$ cat config.mk
export PLATFORM = sky130hd
export DESIGN_NAME = mmio_console_timer
export DESIGN_NICKNAME = d
export VERILOG_FILES = /design/src/rtl/mmio_console_timer.sv
export SDC_FILE = /design/constraint.sdc
export NUM_CORES = 1
export LEC_CHECK = 0
export ABC_AREA = 1
export ABC_CLOCK_PERIOD_IN_PS = 7370
export CORE_MARGIN = 2
export CORE_UTILIZATION = 45
export DETAILED_ROUTE_END_ITERATION = 7
export HOLD_SLACK_MARGIN = 0.05
export PLACE_DENSITY_LB_ADDON = 0.1
export SYNTH_ARGS = -nofsm -noshare
export SYNTH_HDL_FRONTEND = slang
export SYNTH_SLANG_ARGS = --single-unit
$ cat constraint.sdc
create_clock -name clk -period 7.37 [get_ports clk]
set_input_delay 1.1055 -clock clk [delete_from_list [all_inputs] [get_ports clk]]
set_output_delay 1.1055 -clock clk [all_outputs]
set_load 0.05 [all_outputs]
$ cat src/rtl/mmio_console_timer.sv
// Memory-mapped console UART (8-entry TX FIFO, 8N1 serializer), free-running cycle counter
// and compare register driving a level timer interrupt, answering with RAM-like timing.
module mmio_console_timer #(
   parameter int unsigned ADDR_WIDTH   = 16,
   parameter int unsigned FIFO_DEPTH   = 8,
   parameter int unsigned CLKS_PER_BIT = 4
) (
   input  logic                  clk,
   input  logic                  rst,
   input  logic [ADDR_WIDTH-1:0] addr,
   input  logic [3:0]            wenableL,
   input  logic [3:0][7:0]       data_w,
   output logic [3:0][7:0]       data_r,
   output logic                  uart_tx,
   output logic                  timer_irq
);

   localparam int unsigned PtrW = $clog2(FIFO_DEPTH);
   localparam int unsigned CntW = $clog2(CLKS_PER_BIT);

   typedef enum logic [1:0] {StIdle, StStart, StData, StStop} state_e;

   state_e            state_q, state_d;
   logic [CntW-1:0]   clk_cnt_q, clk_cnt_d;
   logic [2:0]        bit_cnt_q, bit_cnt_d;
   logic [7:0]        shift_q, shift_d;
   logic              tx_q, tx_d;

   logic [7:0]        fifo_mem [FIFO_DEPTH];
   logic [PtrW-1:0]   wr_ptr_q, rd_ptr_q;
   logic [PtrW:0]     count_q, count_d;
   logic              ovf_q, ovf_d;

   logic [31:0]       cycle_q, cycle_d;
   logic [31:0]       cmp_q, cmp_d;
   logic              irq_q;

   logic              sel_tx, sel_status, sel_cycle, sel_cmp;
   logic              fifo_empty, fifo_full, pop, push_req, push, bit_done;
   logic [31:0]       status;
   logic              unused_addr;

   assign unused_addr = ^{addr[1:0], addr[ADDR_WIDTH-1:4]};

   function automatic logic [31:0] merge_lanes(input logic [31:0]      old,
                                               input logic [3:0][7:0] wdata,
                                               input logic [3:0]      wen_n);
      logic [31:0] r;
      r = old;
      for (int i = 0; i < 4; i++) begin
         if (!wen_n[i]) r[i*8 +: 8] = wdata[i];
      end
      return r;
   endfunction

   assign sel_tx     = addr[3:2] == 2'd0;
   assign sel_status = addr[3:2] == 2'd1;
   assign sel_cycle  = addr[3:2] == 2'd2;
   assign sel_cmp    = addr[3:2] == 2'd3;

   assign fifo_empty = count_q == '0;
   assign fifo_full  = count_q == (PtrW + 1)'(FIFO_DEPTH);
   assign pop        = (state_q == StIdle) && !fifo_empty;
   assign push_req   = sel_tx && !wenableL[0];
   // A full FIFO still accepts when the serializer frees a slot on the same edge.
   assign push       = push_req && (!fifo_full || pop);

   always_comb begin
      count_d = count_q;
      if (push && !pop)      count_d = count_q + (PtrW + 1)'(1);
      else if (!push && pop) count_d = count_q - (PtrW + 1)'(1);

      ovf_d = ovf_q;
      if (push_req && !push)                               ovf_d = 1'b1;
      else if (sel_status && !wenableL[0] && data_w[0][3]) ovf_d = 1'b0;

      cycle_d = (sel_cycle && wenableL != 4'hF) ? merge_lanes(cycle_q, data_w, wenableL)
                                                : cycle_q + 32'd1;
      cmp_d   = sel_cmp ? merge_lanes(cmp_q, data_w, wenableL) : cmp_q;
   end

   always_ff @(posedge clk) begin
      if (push) fifo_mem[wr_ptr_q] <= data_w[0];
   end

   always_ff @(posedge clk or posedge rst) begin
      if (rst) begin
         wr_ptr_q <= '0;
         rd_ptr_q <= '0;
         count_q  <= '0;
         ovf_q    <= 1'b0;
         cycle_q  <= '0;
         cmp_q    <= 32'hFFFF_FFFF;
         irq_q    <= 1'b0;
      end else begin
         if (push) wr_ptr_q <= wr_ptr_q + PtrW'(1);
         if (pop)  rd_ptr_q <= rd_ptr_q + PtrW'(1);
         count_q <= count_d;
         ovf_q   <= ovf_d;
         cycle_q <= cycle_d;
         cmp_q   <= cmp_d;
         irq_q   <= cycle_q >= cmp_q;
      end
   end

   assign bit_done = clk_cnt_q == CntW'(CLKS_PER_BIT - 1);

   always_comb begin
      state_d   = state_q;
      clk_cnt_d = clk_cnt_q;
      bit_cnt_d = bit_cnt_q;
      shift_d   = shift_q;
      tx_d      = tx_q;
      unique case (state_q)
         StIdle: begin
            tx_d = 1'b1;
            if (pop) begin
               state_d   = StStart;
               shift_d   = fifo_mem[rd_ptr_q];
               clk_cnt_d = '0;
               tx_d      = 1'b0;
            end
         end
         StStart: begin
            if (bit_done) begin
               state_d   = StData;
               clk_cnt_d = '0;
               bit_cnt_d = '0;
               tx_d      = shift_q[0];
            end else begin
               clk_cnt_d = clk_cnt_q + CntW'(1);
            end
         end
         StData: begin
            if (bit_done) begin
               clk_cnt_d = '0;
               if (bit_cnt_q == 3'd7) begin
                  state_d = StStop;
                  tx_d    = 1'b1;
               end else begin
                  bit_cnt_d = bit_cnt_q + 3'd1;
                  shift_d   = shift_q >> 1;
                  tx_d      = shift_q[1];
               end
            end else begin
               clk_cnt_d = clk_cnt_q + CntW'(1);
            end
         end
         StStop: begin
            if (bit_done) begin
               state_d = StIdle;
               tx_d    = 1'b1;
            end else begin
               clk_cnt_d = clk_cnt_q + CntW'(1);
            end
         end
         default: state_d = StIdle;
      endcase
   end

   always_ff @(posedge clk or posedge rst) begin
      if (rst) begin
         state_q   <= StIdle;
         clk_cnt_q <= '0;
         bit_cnt_q <= '0;
         shift_q   <= '0;
         tx_q      <= 1'b1;
      end else begin
         state_q   <= state_d;
         clk_cnt_q <= clk_cnt_d;
         bit_cnt_q <= bit_cnt_d;
         shift_q   <= shift_d;
         tx_q      <= tx_d;
      end
   end

   assign status = {20'd0, 4'(count_q), 4'd0, ovf_q, state_q != StIdle, fifo_full, fifo_empty};

   always_comb begin
      data_r = '0;
      unique case (addr[3:2])
         2'd0:    data_r = '0;
         2'd1:    data_r = status;
         2'd2:    data_r = cycle_q;
         default: data_r = cmp_q;
      endcase
   end

   assign uart_tx   = tx_q;
   assign timer_irq = irq_q;

endmodule
# Word-level counts from Yosys, hierarchy flattened
# Memory sizes are Yosys's and may differ from the RTL's.
# Cells that the tools add are included.
# classes
add_sub_neg	7
n_lt_le_gt_ge	1
eq_ne	21
n_mux	36
bitwise_logic	4
reduce_logical	33
# op_table
operator	count
$pmux 32 s3	1
$mux 8	7
$add 32x1->32 const B	1
$ge 32x32->1	1
$mux 32	1
$ne 2x2->1 const B	11
$mux 2	8
$pmux 8 s2	1
$eq 2x2->1 const B	5
$reduce_and 2->1	5
$reduce_bool 2->1	5
$add 3x1->3 const B	3
$logic_and 1x1->1	9
$mux 1	9
$mux 3	3
$mux 4	2
$pmux 2 s4	1
$reduce_and 4->1	2
$pmux 2 s3	1
$pmux 3 s2	1
$logic_not 1->1	5
$reduce_and 5->1	1
$add 4x1->4 const B	1
$eq 2x1->1 const B	2
other kinds (12)	16
# word_totals
reg_bits	92
ram_bits	64
input_bits	54
output_inout_bits	34
n_memories	1
# mem_list
name	depth	word_bits	rd	rd_clocked_by_memory_dff	write_ports	line	text
fifo_mem	8	8	1	0	1	29	logic [7:0] fifo_mem [FIFO_DEPTH];

# Depth between registers and ports, before layout
# Gate-level depths: netlist of run 1.
# logic_depth
depth_word	9
mapped_depth	15

# Worst setup path after synthesis of run 1
# Ideal clock, no wire load.
# synth_timing
kind	input-to-output
from	in addr[3]
to	out data_r[12] (netlist name)
t_arrival_ps	2468
path_slack_ps	3797
path_stages	3
n_path_buf	1
cell_sequence	nand2_2 clkbuf_1 o21ai_0
# synth_lines
element	line	text
start: declaration	10	input logic [ADDR_WIDTH-1:0] addr,
end: declaration	13	output logic [3:0][7:0] data_r,

==> impl_metrics.json, run 1 <==
{
  "cts_max_path_buffers": 2,
  "setup_tns_ns": 0,
  "critical_path.max_stage_delay_ns": 0.85,
  "worst_hold_startpoint": "cmp_q[13]",
  "grt_overflow_total": 0,
  "io_buffer_count": 73,
  "placement_rows": 51,
  "crit_family": "buffers and inverters",
  "grt_start_max_net_pins": 61,
  "run_status": "completed",
  "setup_viol": 0,
  "report.final.slew_viol_count": 0,
  "final_core_utilization": 0.538,
  "die_area_mm2": 0.0207,
  "fin_nets": 1224,
  "area.growth.synth_to_final_pct": 18.2,
  "drt_pass1_iterations": 8,
  "yosysWarningCount": 0,
  "gpl.final_weighted_congestion": 0.895,
  "yosys.cell_types.count": 44,
  "power_per_cell_area_mw_per_mm2": 325,
  "die_height_um": 144,
  "fraction_of_the_yosys_area_taken_by_sequential_cells": 0.485,
  "syn_area_mm2": 0.00880,
  "most-common-layout-cells": "nand2_1, inv_1, nor2_1",
  "max_capacitance_violation_count": 0,
  "critPathMaxFanout": 32,
  "r2r_cells": 14,
  "cts.clk_slew.worst_paths_ns": 0.07,
  "timing.hold.worst_endpoint": "cmp_q[13]",
  "cp-start-kind": "primary input",
  "ff_to_ff_end": "count_q[3]",
  "clock_tree.htree_level_count": 4,
  "post-place-cells": 1370,
  "grt_antenna_before_repair": 0,
  "wire_length_of_the_first_global_routing_pass_um": 37200,
  "cp_num_buf_inv": 3,
  "design.portCount": 88,
  "skew_ns": 0.0142,
  "dr_total_vias": 7293,
  "synthesis.instances": 1050,
  "min-delay-path-class": "flip-flop to flip-flop",
  "cp_cell_sequence": "clkdlybuf4s50_1 > nand2_2 > inv_2 > nand2_1 > o221ai_1 > clkdlybuf4s50_1",
  "ant_nets": 0,
  "synth-async-reset-ratio": 0.590,
  "worstPathRequired_ns": 6.26,
  "min_path_cells": 2,
  "cts_buffers": 17,
  "arrival_time_of_the_worst_setup_path_ns": 3.63,
  "finalWorstPathRequiredPeriod_ns": 4.73,
  "p_leak_uw": 0.00456,
  "via_per_inst": 5.20,
  "dp_hpwl_um": 16000,
  "dr_wl_met2_um": 11100,
  "grtUsageTotal": 0.234,
  "floorplan.initialDensity": 0.455,
  "setup.worst_path.end_class": "output pin",
  "number_of_resized_instances_in_the_post_cts_repair_step": 0,
  "wl_met3_um": 834,
  "diodes": 0,
  "slack_of_the_worst_reg_to_reg_path_ns": 4.42,
  "drt_drc_violations_left": 0,
  "setup_repair_after_global_routing_missed_its_margin": "no",
  "path_common_cell": "clkdlybuf4s50_1",
  "max-vdd-ir-drop_uv": 169,
  "cp_slowest_cell": "clkdlybuf4s50_1",
  "layout_commonest_cell": "nand2_1",
  "synthesis.area_per_instance_um2": 8.38,
  "die_width_um": 144,
  "first_global_vias": 7002,
  "crit_type": "primary input to output pin",
  "top_signal_layer_used": "met4",
  "achievable-frequency_mhz": 211,
  "drtIter0Drc": 411,
  "hold_viol": 0,
  "synth_top_flop_cell": "edfxtp_1",
  "coreArea_mm2": 0.0193,
  "clock_latency_reported_for_the_late_side_of_the_worst_skew_pair_ns": 0.43,
  "synth_fp_nets": 1150,
  "total_detailed_routing_wirelength_um": 22900,
  "cts.root.buffer_cell": "clkbuf_16",
  "fin_crit_sh": 0.642,
  "post_cts.repair.setup_buffers": 0,
  "clkSinkCount": 156,
  "final-instance-count-excl-fill": 1402,
  "synth.ff_latch_count": 156,
  "wl_per_cell_um": 16.3,
  "timing_worst_slew_pin_value_ns": 0.786,
  "slew_headroom": 0.476,
  "wl_met1_um": 10500,
  "crit-reg2reg-launch": "state_q[1]",
  "holdWs_ns": 0.474,
  "share_of_final_layout_standard_cells_stronger_than_drive_strength_1": 0.105,
  "cts_hold_buffers": 0,
  "synth_edf_count": 64,
  "tritoncts": "yes"
}
synthesized netlist by cell type, types with 10 or more instances:
| cell type | count | area, um2 |
|---|---|---|
| dfrtp_1 | 59 | 1480 |
| edfxtp_1 | 64 | 1920 |
| inv_2 | 10 | 37.5 |
| nand2_1 | 261 | 980 |
| dfstp_2 | 33 | 867 |
| clkbuf_1 | 14 | 52.6 |
| ha_1 | 45 | 563 |
| o21ai_1 | 31 | 155 |
| inv_1 | 115 | 432 |
| o21ai_0 | 68 | 340 |
| nor2_1 | 105 | 394 |
| o22ai_1 | 37 | 231 |
| nand2_2 | 14 | 87.6 |
| nand3_1 | 58 | 290 |
| o221ai_1 | 11 | 96.3 |
| a21oi_1 | 38 | 190 |
worst register-to-register path: stages (launching register included):
cell	delay, ns
dfrtp_1	0.41
inv_1	0.09
ha_1	0.46
inv_1	0.24
nand2_1	0.14
nand2_2	0.15
inv_2	0.12
ha_1	0.18
inv_1	0.10
ha_1	0.33
a21oi_1	0.16
nand2_1	0.08
a21oi_1	0.11
o21ai_0	0.11
xor2_1	0.15
state kept, by name (all words and copies together), names as in the netlist:
name       flops
fifo_mem      64
cmp_q         32
cycle_q       32
shift_q        8
count_q        4
bit_cnt_q      3
rd_ptr_q       3
wr_ptr_q       3
clk_cnt_q      2
state_q        2
ovf_q          1
timer_irq      1
uart_tx        1
cell type report:
class                           instances  area, um2
Timing Repair Buffer                   84        813
Multi-Input combinational cell        739       3910
Clock inverter                         15        178
Fill cell                            1814       8930
Inverter                              126        475
Clock buffer                           17        425
Sequential cell                       156       4270
Tap cell                              265        332
per-stage QoR:
stage	cell area [um2]	power, uW	setup slack [ns]
3_3_place_gp	9800	2480	2.62
5_1_grt	10400	3630	2.51
3_5_place_dp	9800	2500	2.63
4_1_cts	10400	3420	2.61
2_1_floorplan	8800	2140	3.80
6_report	10400	3380	2.64
cell families after synthesis:
family                     count (synthesis)  synth area share
DFF                                      156             0.485
xor gates and xnor gates                  14            0.0148
AOI/OAI and AO/OA                        203             0.130
adders and majority gates                 46            0.0662
buffers and inverters                    155            0.0708
muxes                                      2           0.00256
and+or+nand+nor                          474             0.231
how the worst max path moves through the flow:
stage	startpoint	to	cells past startpoint
6_report	addr[2]	data_r[0]	6
5_1_grt	addr[2]	data_r[0]	6
4_1_cts	addr[2]	data_r[0]	6
3_5_place_dp	addr[2]	data_r[0]	6
3_3_place_gp	addr[2]	data_r[0]	6
2_1_floorplan	addr[3]	data_r[12]	3
power by group:
group	total [uW]	leakage [uW]	internal [uW]	switching, uW
clock	909	0.000293	513	396
sequential	1240	0.00160	1080	154
combinational	1240	0.00266	432	803
total	3380	0.00456	2030	1350
per-layer routing:
| layer | track usage | up-vias |
|---|---|---|
| li1 | - | 3653 |
| met1 | 0.313 | 3453 |
| met2 | 0.394 | 152 |
| met3 | 0.0300 | 35 |
| met4 | 0.0820 | 0 |
| met5 | 0 | - |
No activity file was read; power rests on OpenSTA's default activity.
==> run 2: changes to the inputs <==
--- a/config.mk
+++ b/config.mk
@@ -6,7 +6,7 @@
 export NUM_CORES = 1
 export LEC_CHECK = 0
 export ABC_AREA = 1
-export ABC_CLOCK_PERIOD_IN_PS = 7370
+export ABC_CLOCK_PERIOD_IN_PS = 3900
 export CORE_MARGIN = 2
 export CORE_UTILIZATION = 45
 export DETAILED_ROUTE_END_ITERATION = 7
==> constraint.sdc (replaced) <==
create_clock -name clk -period 3.9 [get_ports clk]
set_input_delay 0.585 -clock clk [delete_from_list [all_inputs] [get_ports clk]]
set_output_delay 0.585 -clock clk [all_outputs]
set_load 0.05 [all_outputs]
==> impl_metrics.json, run 2 (same netlist as run 1, synthesis figures left out) <==
{
  "run_status": "completed",
  "total_detailed_routing_wirelength_um": 23200,
  "cts.clk_slew.worst_paths_ns": 0.06,
  "grt_start_max_net_pins": 51,
  "cp-start-kind": "primary input",
  "globalRouteMet1Util": 0.309,
  "ff_to_ff_end": "count_q[3]",
  "n_fill_cell": 1881,
  "layout_commonest_cell": "nand2_1",
  "global_route.peak_usage_layer": "met2",
  "cts_buffers": 17,
  "floorplan.initialDensity": 0.455,
  "gr_util_met2": 0.397,
  "hold_viol": 0,
  "design.portCount": 88,
  "share_of_final_layout_standard_cells_stronger_than_drive_strength_1": 0.117,
  "wire_length_of_the_first_global_routing_pass_um": 36800,
  "report.final.slew_viol_count": 0,
  "cts.root.buffer_cell": "clkbuf_16",
  "setup.worst_path.end_class": "output pin",
  "setup_viol": 0,
  "coreArea_mm2": 0.0193,
  "clock_tree.htree_level_count": 4,
  "timing.hold.worst_endpoint": "cmp_q[28]",
  "r2r_cells": 15,
  "skew_ns": 0.0151,
  "setup_tns_ns": 0,
  "finalWorstPathRequiredPeriod_ns": 3.37,
  "grtUsageTotal": 0.234,
  "clock_latency_reported_for_the_late_side_of_the_worst_skew_pair_ns": 0.43,
  "diodes": 0,
  "via_per_inst": 5.19,
  "slack_of_the_worst_reg_to_reg_path_ns": 1.08,
  "io_buffer_count": 73,
  "dr_total_vias": 7281,
  "critPathMaxFanout": 26,
  "grt_overflow_total": 0,
  "min_path_cells": 2,
  "grt_antenna_before_repair": 0,
  "gpl.final_weighted_congestion": 0.849,
  "groute.layer.met3.usage": 0.0380,
  "holdWs_ns": 0.474,
  "arrival_time_of_the_worst_setup_path_ns": 2.78,
  "placement_rows": 51,
  "fin_crit_sh": 0.863,
  "fin_nets": 1226,
  "die_area_mm2": 0.0207,
  "cts_hold_buffers": 0,
  "final-instance-count-excl-fill": 1404,
  "timing_worst_slew_pin_value_ns": 0.709,
  "dp_hpwl_um": 16200,
  "clkSinkCount": 156,
  "post-place-cells": 1372,
  "most-common-layout-cells": "nand2_1, inv_1, nor2_1",
  "die_width_um": 144,
  "crit-reg2reg-launch": "state_q[0]",
  "drt_pass1_iterations": 5,
  "drtIter0Drc": 339,
  "cts_max_path_buffers": 2,
  "largest_reg_flops": 64,
  "setup_repair_after_global_routing_missed_its_margin": "no",
  "wl_per_cell_um": 16.5,
  "worst_hold_startpoint": "cmp_q[28]",
  "power_per_cell_area_mw_per_mm2": 608,
  "area.growth.synth_to_final_pct": 17.7,
  "worstPathRequired_ns": 3.31,
  "first_global_vias": 6770,
  "min-delay-path-class": "flip-flop to flip-flop",
  "max-vdd-ir-drop_uv": 342,
  "max_capacitance_violation_count": 0,
  "p_leak_uw": 0.00457,
  "achievable-frequency_mhz": 297,
  "number_of_resized_instances_in_the_post_cts_repair_step": 0,
  "registers.top_by_ff_count": "fifo_mem",
  "drt_drc_violations_left": 0,
  "largestRegisters": "fifo_mem x64, cmp_q x32, cycle_q x32",
  "ant_nets": 0,
  "crit_type": "primary input to output pin",
  "die_height_um": 144,
  "tritoncts": "yes",
  "post_cts.repair.setup_buffers": 0,
  "slew_headroom": 0.527
}
## run 2: cell count changes in the layout (fill, tap and decap cells not counted)
cell / previous run / this run
clkdlybuf4s50_1: 73 / 61
clkinv_1: 3 / 2
clkbuf_1: 0 / 1
bufinv_16: 2 / 1
clkinvlp_4: 1 / 3
clkinv_2: 0 / 2
clkinv_8: 1 / 0
buf_4: 11 / 24
buf_12: 0 / 1
inv_6: 5 / 3
## run 2: power breakdown
| part | switching [uW] | internal, uW |
|---|---|---|
| combinational | 1520 | 816 |
| sequential | 294 | 2050 |
| clock | 725 | 893 |
## run 2: cell type report
cell class | count | area, um2 | share of cell area
clock buffer | 18 | 429 | 0.0414
timing repair buffer | 86 | 811 | 0.0783
clock inverter | 14 | 135 | 0.0130
tap | 265 | 332 | 0.0320
sequential | 156 | 4270 | 0.412
multi-input combinational | 739 | 3910 | 0.378
inverter | 126 | 475 | 0.0459
## run 2: critical path: stages
cell and delay, ns:
clkdlybuf4s50_1 0.63, nand2_2 0.39, o22ai_1 0.31, clkdlybuf4s50_1 0.84
## run 2: worst max-delay path by stage
stage	from	slack [ns]	to
after floorplan	rst	0.98	bit_cnt_q[0]
after global placement	addr[2]	0.57	data_r[12]
after detailed placement	addr[2]	0.53	data_r[14]
after CTS	addr[2]	0.52	data_r[14]
after global routing	addr[2]	0.37	data_r[14]
final	addr[2]	0.53	data_r[20]
## run 2: per-stage QoR
step | setup WS, ns | area (um2) | utilization | total power (uW)
after floorplan | 0.978 | 8800 | - | 4040
after global placement | 0.566 | 9800 | 0.507 | 4690
after detailed placement | 0.534 | 9800 | 0.507 | 4720
after CTS | 0.521 | 10400 | 0.536 | 6360
after global routing | 0.365 | 10400 | 0.536 | 6750
final | 0.534 | 10400 | 0.536 | 6300
## run 2: metal layers
metal | vias to the layer above | wire length [um] | share of wire
met5 | - | 0 | 0
met4 | 0 | 439 | 0.019
li1 | 3653 | - | -
met2 | 148 | 11300 | 0.49
met1 | 3455 | 10600 | 0.46
met3 | 25 | 816 | 0.035
==> edit: new RTL, settings of run 1 <==
The 4 states of `state_e` get a Gray code encoding in 2 bits.
--- a/src/rtl/mmio_console_timer.sv
+++ b/src/rtl/mmio_console_timer.sv
@@ -20,3 +20,3 @@
 
-   typedef enum logic [1:0] {StIdle, StStart, StData, StStop} state_e;
+   typedef enum logic [1:0] {StIdle = 2'b00, StStart = 2'b01, StData = 2'b11, StStop = 2'b10} state_e;
 
Behaviour: no difference found for any inputs over 4 cycles, from zero or initial values and one cycle with rst high; so few cycles prove little.
==> edit against run 1 <==
Hold slack worse by 0.0011 ns; fmax is 8.5% lower; design area down 1.1%; sequential cell count is the same; routed wire length fell by 3.1%; critical endpoint unchanged; synthesized area is 1.0% lower; power shrank 2.5%; worst setup slack worse by 0.44 ns.
==> edit: results (changes against run 1) <==
[outcome]
status = completed  ; unchanged

[placed_design]
dp_hpwl_mm = 15.8  ; was 16.0 mm
place_area_um2 = 9670  ; was 9800 um^2
gp_congestion = 0.896  ; was 0.895
port_buffers = 73  ; unchanged
preCtsSetupSlack_ns = 2.23  ; was 2.63 ns

[layout]
largestRegisters = fifo_mem: 64 flops, cmp_q: 32 flops, cycle_q: 32 flops  ; unchanged
final_cell_count_no_fill = 1394  ; was 1402
n_antenna_cell = 0  ; unchanged
drive_gt1_share_pct = 9.44  ; was 10.5%
nNetsFinal = 1217  ; was 1224

[yosys]
synth-edff-count = 64  ; unchanged
synthArstFlopShare_pct = 59.0  ; unchanged
ys.flop_type = edfxtp_1  ; unchanged
yosysUniqueCellTypes = 40  ; was 44
ys_seq_area_share_pct = 49.0  ; was 48.5%
ys_top_cells_by_count = nand2_1, inv_1, nor2_1  ; unchanged
synth_cells = 1053  ; was 1050
ys.warnings.count = 0  ; unchanged
synth_area_leaders = edfxtp_1, dfrtp_1, nand2_1  ; unchanged

[setup_path]
worst_ep_arrival_time_ns = 4.07  ; was 3.63 ns
rr_endpoint = count_q[3]$_DFFE_PP0P_  ; unchanged
reg2reg_slack_ns = 4.66  ; was 4.42 ns
reg2reg_depth = 12  ; was 14
endpoint_kind = primary output  ; unchanged
max_stage_delay_ns = 0.86
r2r_start = state_q[0]$_DFFE_PP0P_  ; was state_q[1]$_DFFE_PP0P_
critPathMaxFanout = 26  ; was 32
cp_top_family = buffers and inverters  ; unchanged
critPathSlowestCell = clkdlybuf4s50_1  ; unchanged

[hold_path]
hold_depth = 2  ; unchanged
hold_class = reg -> reg  ; unchanged
worstHoldStart = cmp_q[9]$_DFFE_PP1P_  ; was cmp_q[13]$_DFFE_PP1P_
hold_path_end = cmp_q[9]$_DFFE_PP1P_  ; was cmp_q[13]$_DFFE_PP1P_

[sta]
tightest_slew_ns = 1.00  ; was 0.786 ns
hold-worst-slack_ns = 0.473  ; was 0.474 ns
finalClockSkew_ns = 0.0136  ; was 0.0142 ns
fmax_ghz = 0.193  ; was 0.211 GHz

[clock_network]
cts_setup_buffers = 0  ; unchanged
ctsResizeCount = 0  ; unchanged
h-tree-depth = 4  ; unchanged
clk_pin_slew_ns = 0.06
cts_buffer_depth = 2  ; unchanged
clkLatencyLatePin_ns = 0.44
cts_root_buf = clkbuf_16  ; unchanged
numCtsBuffers = 17  ; unchanged

[global_route]
first_global_vias = 6839  ; was 7002
antenna_found_initial = 0  ; unchanged
track_usage_pct = 23.0  ; was 23.4%
grt_max_degree = 51  ; was 61
grt_pass1_wl_mm = 36.0  ; was 37.2 mm

[drt]
dr.first_iter.drc_count = 731  ; was 411
totalWireLength_mm = 22.2  ; was 22.9 mm
drt-vias-per-instance = 5.19  ; was 5.20
first_pass_iters = 5  ; was 8

[pwr]
peakVddDrop_uv = 170  ; was 169 uV
leakagePower_nw = 4.48  ; was 4.56 nW

## edit: cell count changes after synthesis, sizes merged, moves of 8 or more
cell   before  now
nand2     275  308
o21ai      99  109
nor2      120  109
a21oi      39   26
nor3        9    1
## edit: cell families after synthesis
logic type	count (synthesis)	share of synthesized area, %
adder cells (fa/ha/maj)	42	6.12
AO/OA/AOI/OAI	195	12.8
XOR/XNOR	16	1.61
AND/OR/NAND/NOR	486	23.2
buffers and inverters	156	7.06
multiplexers	2	0.258
flip-flops	156	49.0
## edit: worst max path at each step
stage                     slack, ns    endpoint  startpoint  cells past startpoint
final                          2.19   data_r[0]     addr[3]                      6
after global routing           2.05   data_r[3]     addr[3]                      6
after CTS                      2.21   data_r[0]     addr[3]                      6
after detailed placement       2.23   data_r[0]     addr[3]                      6
after global placement         2.26   data_r[0]     addr[3]                      6
after floorplan                3.75  data_r[13]     addr[3]                      5
## edit: area by class of cell
| cell class | instances | area, um^2 |
|---|---|---|
| tap | 260 | 325 |
| clock buffer | 17 | 425 |
| clock inverter | 15 | 191 |
| multi-input combinational | 741 | 3830 |
| fill | 1759 | 8550 |
| sequential | 156 | 4270 |
| inverter | 128 | 483 |
| timing repair buffer | 77 | 761 |
## edit: power breakdown
group / switching, mW / internal, mW / total (mW)
clock: 0.425 / 0.492 / 0.917
sequential: 0.142 / 1.08 / 1.23
combinational: 0.747 / 0.409 / 1.16
## edit: tightest hold or removal path, cell delays in order, from the launching register on
cell and delay [ns]:
dfstp_2 0.37, nand2_1 0.05, o21ai_1 0.05
## edit: per-layer routing
metal	vias up	GRT usage, %	wire length, um
met3	17	3.79	1140
met2	188	34.9	9880
met5	-	0	0
li1	3628	-	-
met4	0	7.03	210
met1	3396	33.9	11000
